[config.mk]
export PLATFORM = sky130hd
export DESIGN_NAME = cpu_ctrl
export DESIGN_NICKNAME = d
export VERILOG_FILES = /design/src/rtl/cpu_ctrl.sv
export SDC_FILE = /design/constraint.sdc
export NUM_CORES = 1
export LEC_CHECK = 0
export CORE_ASPECT_RATIO = 0.9
export CORE_MARGIN = 10
export CORE_UTILIZATION = 54
export CTS_CLUSTER_SIZE = 25
export DETAILED_ROUTE_END_ITERATION = 10
export PLACE_DENSITY_LB_ADDON = 0.1
export SETUP_SLACK_MARGIN = 0.5
export SYNTH_ARGS = -nofsm -noshare
export SYNTH_HDL_FRONTEND = slang
export SYNTH_SLANG_ARGS = --single-unit
[constraint.sdc]
create_clock -name clk -period 3.1 [get_ports clk]
set_clock_uncertainty 0.1 [all_clocks]
set_input_delay 0.465 -clock clk [delete_from_list [all_inputs] [get_ports clk]]
set_output_delay 0.465 -clock clk [all_outputs]
set_load 0.005 [all_outputs]
[src/rtl/cpu_ctrl.sv]
// Instruction sequencer for the 8-bit accumulator CPU: fetches two-byte
// instructions, issues ALU operations, writes back, stores, jumps and skips.
module cpu_ctrl (
   input  logic       clk,
   input  logic       rst_clk,
   output logic [7:0] mem_addr,
   output logic       mem_rd,
   output logic       mem_wr,
   output logic [7:0] mem_wdata,
   input  logic [7:0] mem_rdata,
   input  logic       mem_ready,
   output logic [4:0] alu_op,
   output logic [7:0] alu_a,
   output logic [7:0] alu_data,
   input  logic [7:0] alu_result,
   input  logic       alu_zero,
   output logic [7:0] acc_out,
   output logic [7:0] pc_out,
   output logic       halted
);

   typedef enum logic [2:0] {
      S_IDLE   = 3'd0,
      S_FETCH0 = 3'd1,
      S_FETCH1 = 3'd2,
      S_READ   = 3'd3,
      S_EXEC   = 3'd4,
      S_WB     = 3'd5,
      S_STORE  = 3'd6,
      S_HALT   = 3'd7
   } state_t;

   localparam logic [4:0] OP_HLT = 5'b00000;
   localparam logic [4:0] OP_ADD = 5'b00001;
   localparam logic [4:0] OP_SUB = 5'b00010;
   localparam logic [4:0] OP_AND = 5'b00011;
   localparam logic [4:0] OP_OR  = 5'b00100;
   localparam logic [4:0] OP_LDA = 5'b00101;
   localparam logic [4:0] OP_STO = 5'b00110;
   localparam logic [4:0] OP_JMP = 5'b00111;
   localparam logic [4:0] OP_XOR = 5'b01000;
   localparam logic [4:0] OP_SKZ = 5'b01001;

   state_t     state_q;
   logic [7:0] pc_q, acc_q, oper_q, mdr_q, addr_q;
   logic [4:0] ir_q, op_q;
   logic       rd_q, wr_q, halt_q;

   state_t     state_f1_d;
   logic [7:0] pc_f1_d;

   // Branch decision taken when the operand byte arrives in FETCH1
   always_comb begin
      pc_f1_d    = pc_q + 8'd1;
      state_f1_d = S_FETCH0;
      case (ir_q)
         OP_JMP: pc_f1_d = mem_rdata;
         OP_SKZ: pc_f1_d = alu_zero ? (pc_q + 8'd3) : (pc_q + 8'd1);
         OP_STO: state_f1_d = S_STORE;
         OP_ADD, OP_SUB, OP_AND, OP_OR, OP_LDA, OP_XOR: state_f1_d = S_READ;
         default: state_f1_d = S_FETCH0;
      endcase
   end

   // Sequencer FSM; bus and ALU strobes are registered for the state being entered
   always_ff @(posedge clk or negedge rst_clk) begin
      if (!rst_clk) begin
         state_q <= S_IDLE;
         pc_q    <= 8'h00;
         acc_q   <= 8'h00;
         ir_q    <= 5'd0;
         oper_q  <= 8'h00;
         mdr_q   <= 8'h00;
         addr_q  <= 8'h00;
         rd_q    <= 1'b0;
         wr_q    <= 1'b0;
         op_q    <= 5'd0;
         halt_q  <= 1'b0;
      end else begin
         case (state_q)
            S_IDLE: begin
               state_q <= S_FETCH0;
               rd_q    <= 1'b1;
               addr_q  <= pc_q;
            end
            S_FETCH0: begin
               if (mem_ready) begin
                  ir_q <= mem_rdata[4:0];
                  pc_q <= pc_q + 8'd1;
                  if (mem_rdata[4:0] == OP_HLT) begin
                     state_q <= S_HALT;
                     rd_q    <= 1'b0;
                     halt_q  <= 1'b1;
                  end else begin
                     state_q <= S_FETCH1;
                     addr_q  <= pc_q + 8'd1;
                  end
               end
            end
            S_FETCH1: begin
               if (mem_ready) begin
                  oper_q  <= mem_rdata;
                  pc_q    <= pc_f1_d;
                  state_q <= state_f1_d;
                  case (state_f1_d)
                     S_READ: addr_q <= mem_rdata;
                     S_STORE: begin
                        rd_q   <= 1'b0;
                        wr_q   <= 1'b1;
                        addr_q <= mem_rdata;
                     end
                     default: addr_q <= pc_f1_d;
                  endcase
               end
            end
            S_READ: begin
               if (mem_ready) begin
                  mdr_q   <= mem_rdata;
                  state_q <= S_EXEC;
                  rd_q    <= 1'b0;
                  op_q    <= ir_q;
               end
            end
            S_EXEC: begin
               state_q <= S_WB;
               op_q    <= 5'd0;
            end
            S_WB: begin
               acc_q   <= alu_result;
               state_q <= S_FETCH0;
               rd_q    <= 1'b1;
               addr_q  <= pc_q;
            end
            S_STORE: begin
               if (mem_ready) begin
                  state_q <= S_FETCH0;
                  wr_q    <= 1'b0;
                  rd_q    <= 1'b1;
                  addr_q  <= pc_q;
               end
            end
            S_HALT: state_q <= S_HALT;
            default: begin
               state_q <= S_IDLE;
               rd_q    <= 1'b0;
               wr_q    <= 1'b0;
               op_q    <= 5'd0;
            end
         endcase
      end
   end

   assign mem_addr  = addr_q;
   assign mem_rd    = rd_q;
   assign mem_wr    = wr_q;
   assign mem_wdata = acc_q;
   assign alu_op    = op_q;
   assign alu_a     = acc_q;
   assign alu_data  = mdr_q;
   assign acc_out   = acc_q;
   assign pc_out    = pc_q;
   assign halted    = halt_q;

endmodule
==> results.md <==
* Antenna diodes at 0
* Row count at 26
* Share of post-route cells with drive strength above 1 at between 10% and 20%
* Fin area at 3880 µm²
* Worst r2r src: ir_q[4]
* Wire per inst at 18.4 µm
* Via Count at 2855
* RSZ-0062 raised after global routing: false
* Drt first pass iters at 5
* Final setup vio count at 0
* Post-synth ARST share at 100%
* Post-synth top cells: 48 x dfrtp_1, 26 x o21ai_0, 25 x nand2_1
* Yosys warnings at 0
* CP Data Required Time at 3.18 ns
* Synth unique cells at 57
* Synth Flop Type: dfrtp_1
* Power consumption at 4.02 mW
* EDFF count, synth at 0
* Initial core utilization at 55.2%
* Slew headroom at a little under a third
* Final hold violations at 0
* GRT Total Usage at 17.9%
* FF+latch count, synth at 48
* Area of the mapped netlist at 3110 µm²
* CTS Buffer Depth at 2
* Post-CTS Setup Inserts at 0
* Final Net Count at between 400 and 500
* H-tree depth at 2
* Worst EP arrival at 2.45 ns
* Leakage power total at 1.58 nW
* Hold Crit Class: in2async
* Post-place setup slack at between 0.5 and 0.6 ns
* Worst setup path end: mem_addr[7]
* Area leader, netlist: dfrtp_1
* Tcrit/Tclk final at 76.7%
* Reg2reg setup slack at 0.72 ns
* Largest net degree at the start of global routing at 49
* CP Launch Type: register
* Placed Instance Area at around 3800 µm²
* DRT iter0 DRCs at 253
* # IOs at 76
* Via density per instance at 6.17
* Detailed Route WL at between 8000 and 9000 µm
* Reg area at 1200 µm²
* Core Util, Final at slightly below 70%
* Count leader, synth: dfrtp_1
* Die Y at 91.9 µm
* Avg Synthesized Cell Area at 9.16 µm²
* Cell Count, Final, Fillers Out at 463
* Die Wd at between 90 and 100 µm
* Worst-path maximum fanout at 10
* Final GP Congestion at 0.950
* Final Max Slew Viols at 0
* R2r worst-path depth at 6
* Slew @ Worst Pin at 1.05 ns
* CTS Buf Count at 5
* Fillers at 454
* HPWL after DPL at ~6300 µm
* Worst Setup End Kind: register
* Area Overhead vs Synth at 25.0%
* Seq/Total Area, Yosys at about two fifths
* Cells after Synth at 339
* Area share of the leading cell type in the synthesized netlist at 38.7%
* # clock sinks at 48
* Max Cap Violations at 0
* Cell Pwr Density at 1040 nW/µm²
* Largest cells by area after synthesis: dfrtp_1 39%, mux2_2 6.9%, buf_4 4.4%
* Status: finished, final reports clean
* Final ANT Viol Nets at 0
* Vias in the first global route at roughly 2.6k
* Min Hold Slack at 0.245 ns
* Root Buffer Master: clkbuf_8
* Reg-to-Reg End: mem_addr[7]
* Core area at 5630 µm²
* Post-Syn Nets at 363
* Clock slew at reported path FFs at 0.09 ns
* Multi-input gate area at ~1700 µm²
* DRC errors left at 0
* Worst skew pair latency at 0.30 ns
* Fin worst setup slack at 0.724 ns
* First-pass GRT wire length at 13500 µm
* Final Critical Period at ~2.4 ns
* Initial antenna violation count at 0
* CTS tree: built
* CP startpoint: ir_q[4]
* Fmax at 421 MHz
* Post-route setup TNS at 0 ns
* VDD IR max at 0.608 mV
* Grt total ovfl at 0
* Port Buffers at 75
* Cell count after placement at 456
* Crit path kind: reg2reg
* Die area at 9190 µm²
kinds of logic (layout without fill, tap and decap cells):
group           Yosys count  count (layout)  synth area share [%]
compound gates          104             104                  22.7
xor+xnor                  9               9                  2.54
fa+ha+maj                 5               5                  1.97
buf+inv                  48             102                  8.46
flops                    48              48                  38.7
mux                      23              23                  8.18
simple gates            102             102                  17.5
per-layer routing:
metal / up-vias / track usage, % / routed length, µm
met5: - / 0 / 0
met4: 0 / 4.06 / 65
met3: 8 / 6.23 / 866
met2: 140 / 26.4 / 3870
met1: 1367 / 24.6 / 3740
li1: 1340 / - / -
timing repair:
action | CTS | global route
setup endpoints to repair | 0 | 2
gates resized for setup | 0 | 2
hold buffers | 0 | 0
worst max-delay path, cell delays in order, from the launching register on:
cell      delay, ns
dfrtp_1        0.46
nand2b_2       0.25
nor4b_4        0.58
nor3_2         0.10
a221oi_2       0.24
a21oi_1        0.15
a221o_1        0.37
cells in the final DEF (no fill, tap or decap), types with 7 or more instances in the layout:
cell              n
inv_1             9
nand2b_1          7
nor3_1           10
a21oi_1          21
buf_4            11
o21ai_0          26
clkdlybuf4s50_1  74
nand2_1          25
mux2_2           19
dfrtp_1          48
o22ai_1           8
nor2_1           24
sequential cells by signal, indices dropped and copies added (netlist names):
name,cells
halted,1
mem_addr,8
alu_data,8
ir_q,5
acc_out,8
alu_op,5
state_q,3
pc_out,8
mem_wr,1
mem_rd,1
cell type report:
cell class	count	area share, %
Inverter	9	0.870
Timing Repair Buffer	86	21.3
Clock buffer	6	1.87
Clock inverter	1	0.129
Tap cell	70	2.26
Sequential cell	48	30.9
Multi-Input combinational cell	243	42.6
worst min-delay path by stage:
stage / end / slack [ns] / depth (start not counted)
global route: alu_op[1] / 0.30 / 1
floorplan: acc_out[0] / 0.07 / 0
global placement: alu_data[0] / 0.37 / 2
finish: alu_op[1] / 0.25 / 1
CTS: alu_op[1] / 0.28 / 1
detailed placement: mem_addr[0] / 0.37 / 2
power breakdown:
group	switching, mW	internal, mW
registers	0.398	0.915
clock network	0.201	0.154
logic	1.04	1.31
total	1.64	2.38
Note: power is estimated with default switching activity, not from simulation.
